File: config.mk
export PLATFORM = sky130hd
export DESIGN_NAME = xor_ram_bit_popper
export DESIGN_NICKNAME = d
export VERILOG_FILES = /design/src/rtl/xor_ram_bit_popper_pkg.sv /design/src/rtl/xor_ram_bit_popper.sv
export SDC_FILE = /design/constraint.sdc
export NUM_CORES = 1
export LEC_CHECK = 0
export BUFFER_PORTS_ARGS = -buffer_cell sky130_fd_sc_hd__buf_2
export CORE_ASPECT_RATIO = 1.1
export CORE_MARGIN = 3
export CORE_UTILIZATION = 55
export CTS_BUF_LIST = sky130_fd_sc_hd__clkbuf_8
export DETAILED_ROUTE_END_ITERATION = 8
export PLACE_DENSITY = 0.77
export SKIP_CTS_REPAIR_TIMING = 1
export SKIP_LAST_GASP = 1
export SYNTH_ARGS = -nofsm -noshare
export SYNTH_HDL_FRONTEND = slang
export SYNTH_SLANG_ARGS = --single-unit
File: constraint.sdc
create_clock -name clk -period 3.15 [get_ports clk]
set_clock_uncertainty 0.15 [all_clocks]
set_input_delay 0.1575 -clock clk [delete_from_list [all_inputs] [get_ports clk]]
set_output_delay 0.1575 -clock clk [all_outputs]
set_load 0.02 [all_outputs]
File: src/rtl/xor_ram_bit_popper_pkg.sv
// Shared state encodings and address-width helper for the XOR-RAM pending-bit popper.
package xor_ram_bit_popper_pkg;

    typedef logic [1:0] state_t;

    localparam state_t ST_SCAN  = 2'd0;
    localparam state_t ST_HOLD  = 2'd1;
    localparam state_t ST_CLEAR = 2'd2;
    localparam state_t ST_FLUSH = 2'd3;

    // Number of bits needed to represent 'value' (at least 1).
    function automatic int log2(input int value);
        int bits;
        bits = 1;
        while ((1 << bits) <= value) begin
            bits = bits + 1;
        end
        return bits;
    endfunction

endpackage

File: src/rtl/xor_ram_bit_popper.sv
// Consumer side of a toggle-based 1-bit bitmap RAM: scans round-robin, pops set
// addresses over valid/ready, clears them by toggling, and supports a full flush sweep.
module xor_ram_bit_popper
    import xor_ram_bit_popper_pkg::*;
#(
    parameter int DEPTH      = 512,
    parameter int ADDR_WIDTH = log2(DEPTH - 1)
) (
    input  logic                  clk,
    input  logic                  rst_n,
    output logic [ADDR_WIDTH-1:0] ram_addr,
    output logic                  ram_wr,
    input  logic                  ram_q,
    output logic                  out_valid,
    input  logic                  out_ready,
    output logic [ADDR_WIDTH-1:0] out_addr,
    input  logic                  flush_req,
    output logic                  flush_done,
    output logic                  empty
);

    localparam logic [ADDR_WIDTH-1:0] LAST_ADDR = ADDR_WIDTH'(DEPTH - 1);
    localparam logic [ADDR_WIDTH:0]   ZERO_FULL = (ADDR_WIDTH + 1)'(DEPTH);

    state_t                r_state;
    logic [ADDR_WIDTH-1:0] r_ptr;
    logic [ADDR_WIDTH-1:0] r_out_addr;
    logic                  r_out_valid;
    logic                  r_flush_pending;
    logic                  r_flush_done;
    logic [ADDR_WIDTH:0]   r_zero_cnt;

    // DEPTH need not be a power of two, so wrap explicitly at the last entry.
    function automatic logic [ADDR_WIDTH-1:0] wrap_inc(input logic [ADDR_WIDTH-1:0] a);
        return (a == LAST_ADDR) ? '0 : a + ADDR_WIDTH'(1);
    endfunction

    always_ff @(posedge clk or negedge rst_n) begin
        if (!rst_n) begin
            r_state         <= ST_SCAN;
            r_ptr           <= '0;
            r_out_addr      <= '0;
            r_out_valid     <= 1'b0;
            r_flush_pending <= 1'b0;
            r_flush_done    <= 1'b0;
            r_zero_cnt      <= '0;
        end else begin
            r_flush_done <= 1'b0;
            case (r_state)
                ST_SCAN: begin
                    if (ram_q) begin
                        r_zero_cnt <= '0;
                    end else if (r_zero_cnt != ZERO_FULL) begin
                        r_zero_cnt <= r_zero_cnt + (ADDR_WIDTH + 1)'(1);
                    end
                    if (r_flush_pending || flush_req) begin
                        r_state         <= ST_FLUSH;
                        r_ptr           <= '0;
                        r_flush_pending <= 1'b0;
                    end else if (ram_q) begin
                        r_out_addr  <= r_ptr;
                        r_out_valid <= 1'b1;
                        r_state     <= ST_HOLD;
                    end else begin
                        r_ptr <= wrap_inc(r_ptr);
                    end
                end
                ST_HOLD: begin
                    if (flush_req) begin
                        r_flush_pending <= 1'b1;
                    end
                    if (out_ready) begin
                        r_out_valid <= 1'b0;
                        r_state     <= ST_CLEAR;
                    end
                end
                ST_CLEAR: begin
                    // Resume past the popped entry so lower addresses cannot starve higher ones.
                    if (flush_req) begin
                        r_flush_pending <= 1'b1;
                    end
                    r_ptr   <= wrap_inc(r_out_addr);
                    r_state <= ST_SCAN;
                end
                ST_FLUSH: begin
                    if (r_ptr == LAST_ADDR) begin
                        r_ptr        <= '0;
                        r_flush_done <= 1'b1;
                        r_zero_cnt   <= ZERO_FULL;
                        r_state      <= ST_SCAN;
                    end else begin
                        r_ptr <= wrap_inc(r_ptr);
                    end
                end
                default: begin
                    r_state <= ST_SCAN;
                end
            endcase
        end
    end

    always_comb begin
        ram_addr = r_ptr;
        ram_wr   = 1'b0;
        case (r_state)
            ST_HOLD: begin
                ram_addr = r_out_addr;
            end
            ST_CLEAR: begin
                ram_addr = r_out_addr;
                ram_wr   = 1'b1;
            end
            ST_FLUSH: begin
                // Toggling only set bits turns every visited entry into a zero.
                ram_wr = ram_q;
            end
            default: begin
                ram_wr = 1'b0;
            end
        endcase
    end

    assign out_valid  = r_out_valid;
    assign out_addr   = r_out_addr;
    assign flush_done = r_flush_done;
    assign empty      = (r_zero_cnt == ZERO_FULL);

endmodule
==> impl_metrics.env <==
export IMPL_vias=1643
export IMPL_dr_pass1_iters=4
export IMPL_min_from="flush_req"
export IMPL_ys_async_sr_fraction_pct=100.0
export IMPL_outcome="finished, final reports clean"
export IMPL_critPathBufInv=1
export IMPL_final_util_pct=65.87
export IMPL_leakage_nw=1.060
export IMPL_synth_top_area_share_pct=41.59
export IMPL_crit_path_max_fanout=13
export IMPL_cp_required_ns=3.22
export IMPL_synth_nets=221
export IMPL_layout_common_cells="dfrtp_1, buf_2, nor2_1, mux2_2, o21ai_1"
export IMPL_worstMarginPinSlew_ns=1.027
export IMPL_synth_main_ff_cell="dfrtp_1"
export IMPL_antennaDiodeCount=0
export IMPL_timing_final_ws_setup_ns=0.3849
export IMPL_drt_iter0_markers=115
export IMPL_worst_setup_path_type="reg2reg"
export IMPL_initial_utilization_pct=58.17
export IMPL_ir_drop_v=0.0006798
export IMPL_slew_viol_final=0
export IMPL_post_route_min_period_ns=2.765
export IMPL_cpMaxStageDelayCell="or4_1"
export IMPL_cpMostUsedCell="and3_1"
export IMPL_grt_pass1_vias=1571
export IMPL_htreeDepth=2
export IMPL_root_buffer="clkbuf_8"
export IMPL_syn_area_per_cell_um2=9.686
export IMPL_hp_class="in2reg"
export IMPL_gp_congestion=0.8695
export IMPL_path_cells="ha_1 > and3_1 > and3_1 > and3_1 > ha_1 > inv_1 > a221o_1 > or4_1 > nand3_1"
export IMPL_cp_startpoint="r_ptr[0]"
export IMPL_yosys_top_cells_area="dfrtp_1, mux2_2, ha_1"
export IMPL_drv_cap=0
export IMPL_relSlewSlack_pct=31.26
export IMPL_setup_violations=0
export IMPL_path_clk_slew_ns=0.07
export IMPL_grt_total_usage_pct=20.93
export IMPL_clock_sinks=33
export IMPL_yosysWarningCount=0
export IMPL_cts_tree="done"
export IMPL_power_total_mw=2.286
export IMPL_tns_ns=0
export IMPL_avgViaCountPerCell=5.847
export IMPL_clk_latency_ns=0.29
export IMPL_yosysUniqueCellTypes=42
export IMPL_ant_nets=0
export IMPL_crit_arrival_ns=2.84
export IMPL_seq_area_frac_synth_pct=41.59
export IMPL_antenna_found_initial=0
export IMPL_critical_path_top_delay_family="simple AND/OR/NAND/NOR gates"
export IMPL_drc=0
export IMPL_fmax_mhz=361.6
export IMPL_startpoint_type="flop"
export IMPL_synth_area_um2=1986
export IMPL_drive_gt1_share_pct=25.32
export IMPL_slowest_delay_ns=0.53
export IMPL_die_w_um=63.29
export IMPL_post_dp_hpwl_mm=2.980
export IMPL_power_density_nw_per_um2=1017
export IMPL_pre_cts_slack_ns=0.4273
export IMPL_critPathCaptureType="flop"
export IMPL_netlist_instances=205
export IMPL_num_rows=22
export IMPL_die_height_um=69.02
export IMPL_final_nets=248
export IMPL_reg2reg_from="r_ptr[0]"
export IMPL_syn2layout_area_growth_pct=13.23
export IMPL_grt_pass1_wl_mm=7.245
export IMPL_final_common_cell="dfrtp_1"
export IMPL_fin_crit_sh_pct=87.78
export IMPL_core_area_um2=3413
export IMPL_synth_top_area_cell="dfrtp_1"
export IMPL_overflow=0
export IMPL_routed_wl_mm=4.194
export IMPL_numCtsBuffers=5
export IMPL_grt_max_degree=34
export IMPL_synth_edf_count=0
export IMPL_cts_path_max_buffers=2
export IMPL_synth_seq_cells=33
export IMPL_die_area_um2=4368
export IMPL_post_drt_wl_per_cell_um=14.93
export IMPL_rsz0062_at_grt="no"
export IMPL_portBuffers=26
export IMPL_final_hold_viol_count=0
export IMPL_fillers=306
export IMPL_io_pins=27
cell usage after synthesis, types with 4 or more instances:
library cell / n
a22o_1: 6
o31ai_1: 4
and3_1: 9
clkbuf_1: 5
inv_1: 10
nor2_1: 18
mux2_2: 18
nand3_1: 9
nand2b_1: 7
o21ai_1: 12
dfrtp_1: 33
o21ai_0: 9
nand2_1: 10
ha_1: 11
cells by family (layout without fill, tap and decap cells):
kind of cell	after synthesis	count (layout)	synth area share, %
AND/OR/NAND/NOR	65	65	16.95
AO/OA/AOI/OAI	53	53	18.02
flip-flops	33	33	41.59
multiplexers	18	18	10.21
buffers and inverters	19	47	3.655
XOR/XNOR	6	6	2.647
adder cells (fa/ha/maj)	11	11	6.931
area by class of cell:
type                    instances  area, µm²  share of cell area, %
inverters                      11      41.29                  1.836
clock buffers                   5      68.82                  3.061
repair buffers                 28      147.6                  6.567
multi-input cells             153       1087                  48.36
clock inverters                 3      17.52                 0.7791
well taps                      48      60.06                  2.671
flip-flops and latches         33      825.8                  36.73
routing by layer:
layer,track usage (%),wire length (µm)
met1,25.47,1795
met2,35.52,2170
met3,4.886,168
met4,8.393,59
met5,0,0
state kept, by name (all words and copies together), names as in the netlist:
register,flops
r_flush_pending,1
r_state,2
out_valid,1
r_ptr,9
r_zero_cnt,10
out_addr,9
flush_done,1
per-stage QoR:
step | hold WS (ns) | std cells | cell area [µm²]
finish | 0.02161 | 281 | 2248
floorplan | -0.2881 | 205 | 1986
CTS | -0.2134 | 280 | 2238
detailed placement | 0.1056 | 272 | 2152
global placement | 0.1082 | 272 | 2152
global route | 0.04959 | 281 | 2248
path summary, 6_finish.rpt:
kind,endpoint,slack (ns),cells past startpoint
worst max-delay path,r_zero_cnt[9],0.38,9
worst min-delay path,r_flush_pending,0.02,3
worst max register to register,r_zero_cnt[9],0.38,9
min in group asynchronous,r_zero_cnt[8],0.31,2
worst min register to register,r_zero_cnt[8],0.38,1
max in group asynchronous,r_ptr[1],2.08,2
worst min-delay path: stages:
cell	delay, ns
buf_2	0.11
a21oi_1	0.06
nor2_1	0.09
report_power, final:
| group | total (mW) | internal [mW] | switching, mW | leakage [nW] |
|---|---|---|---|---|
| clock | 0.313 | 0.152 | 0.160 | 0.0439 |
| sequential | 0.745 | 0.564 | 0.181 | 0.434 |
| combinational | 1.23 | 0.507 | 0.722 | 0.583 |
| total | 2.29 | 1.22 | 1.06 | 1.06 |
Power figures use the tool's default switching activity.
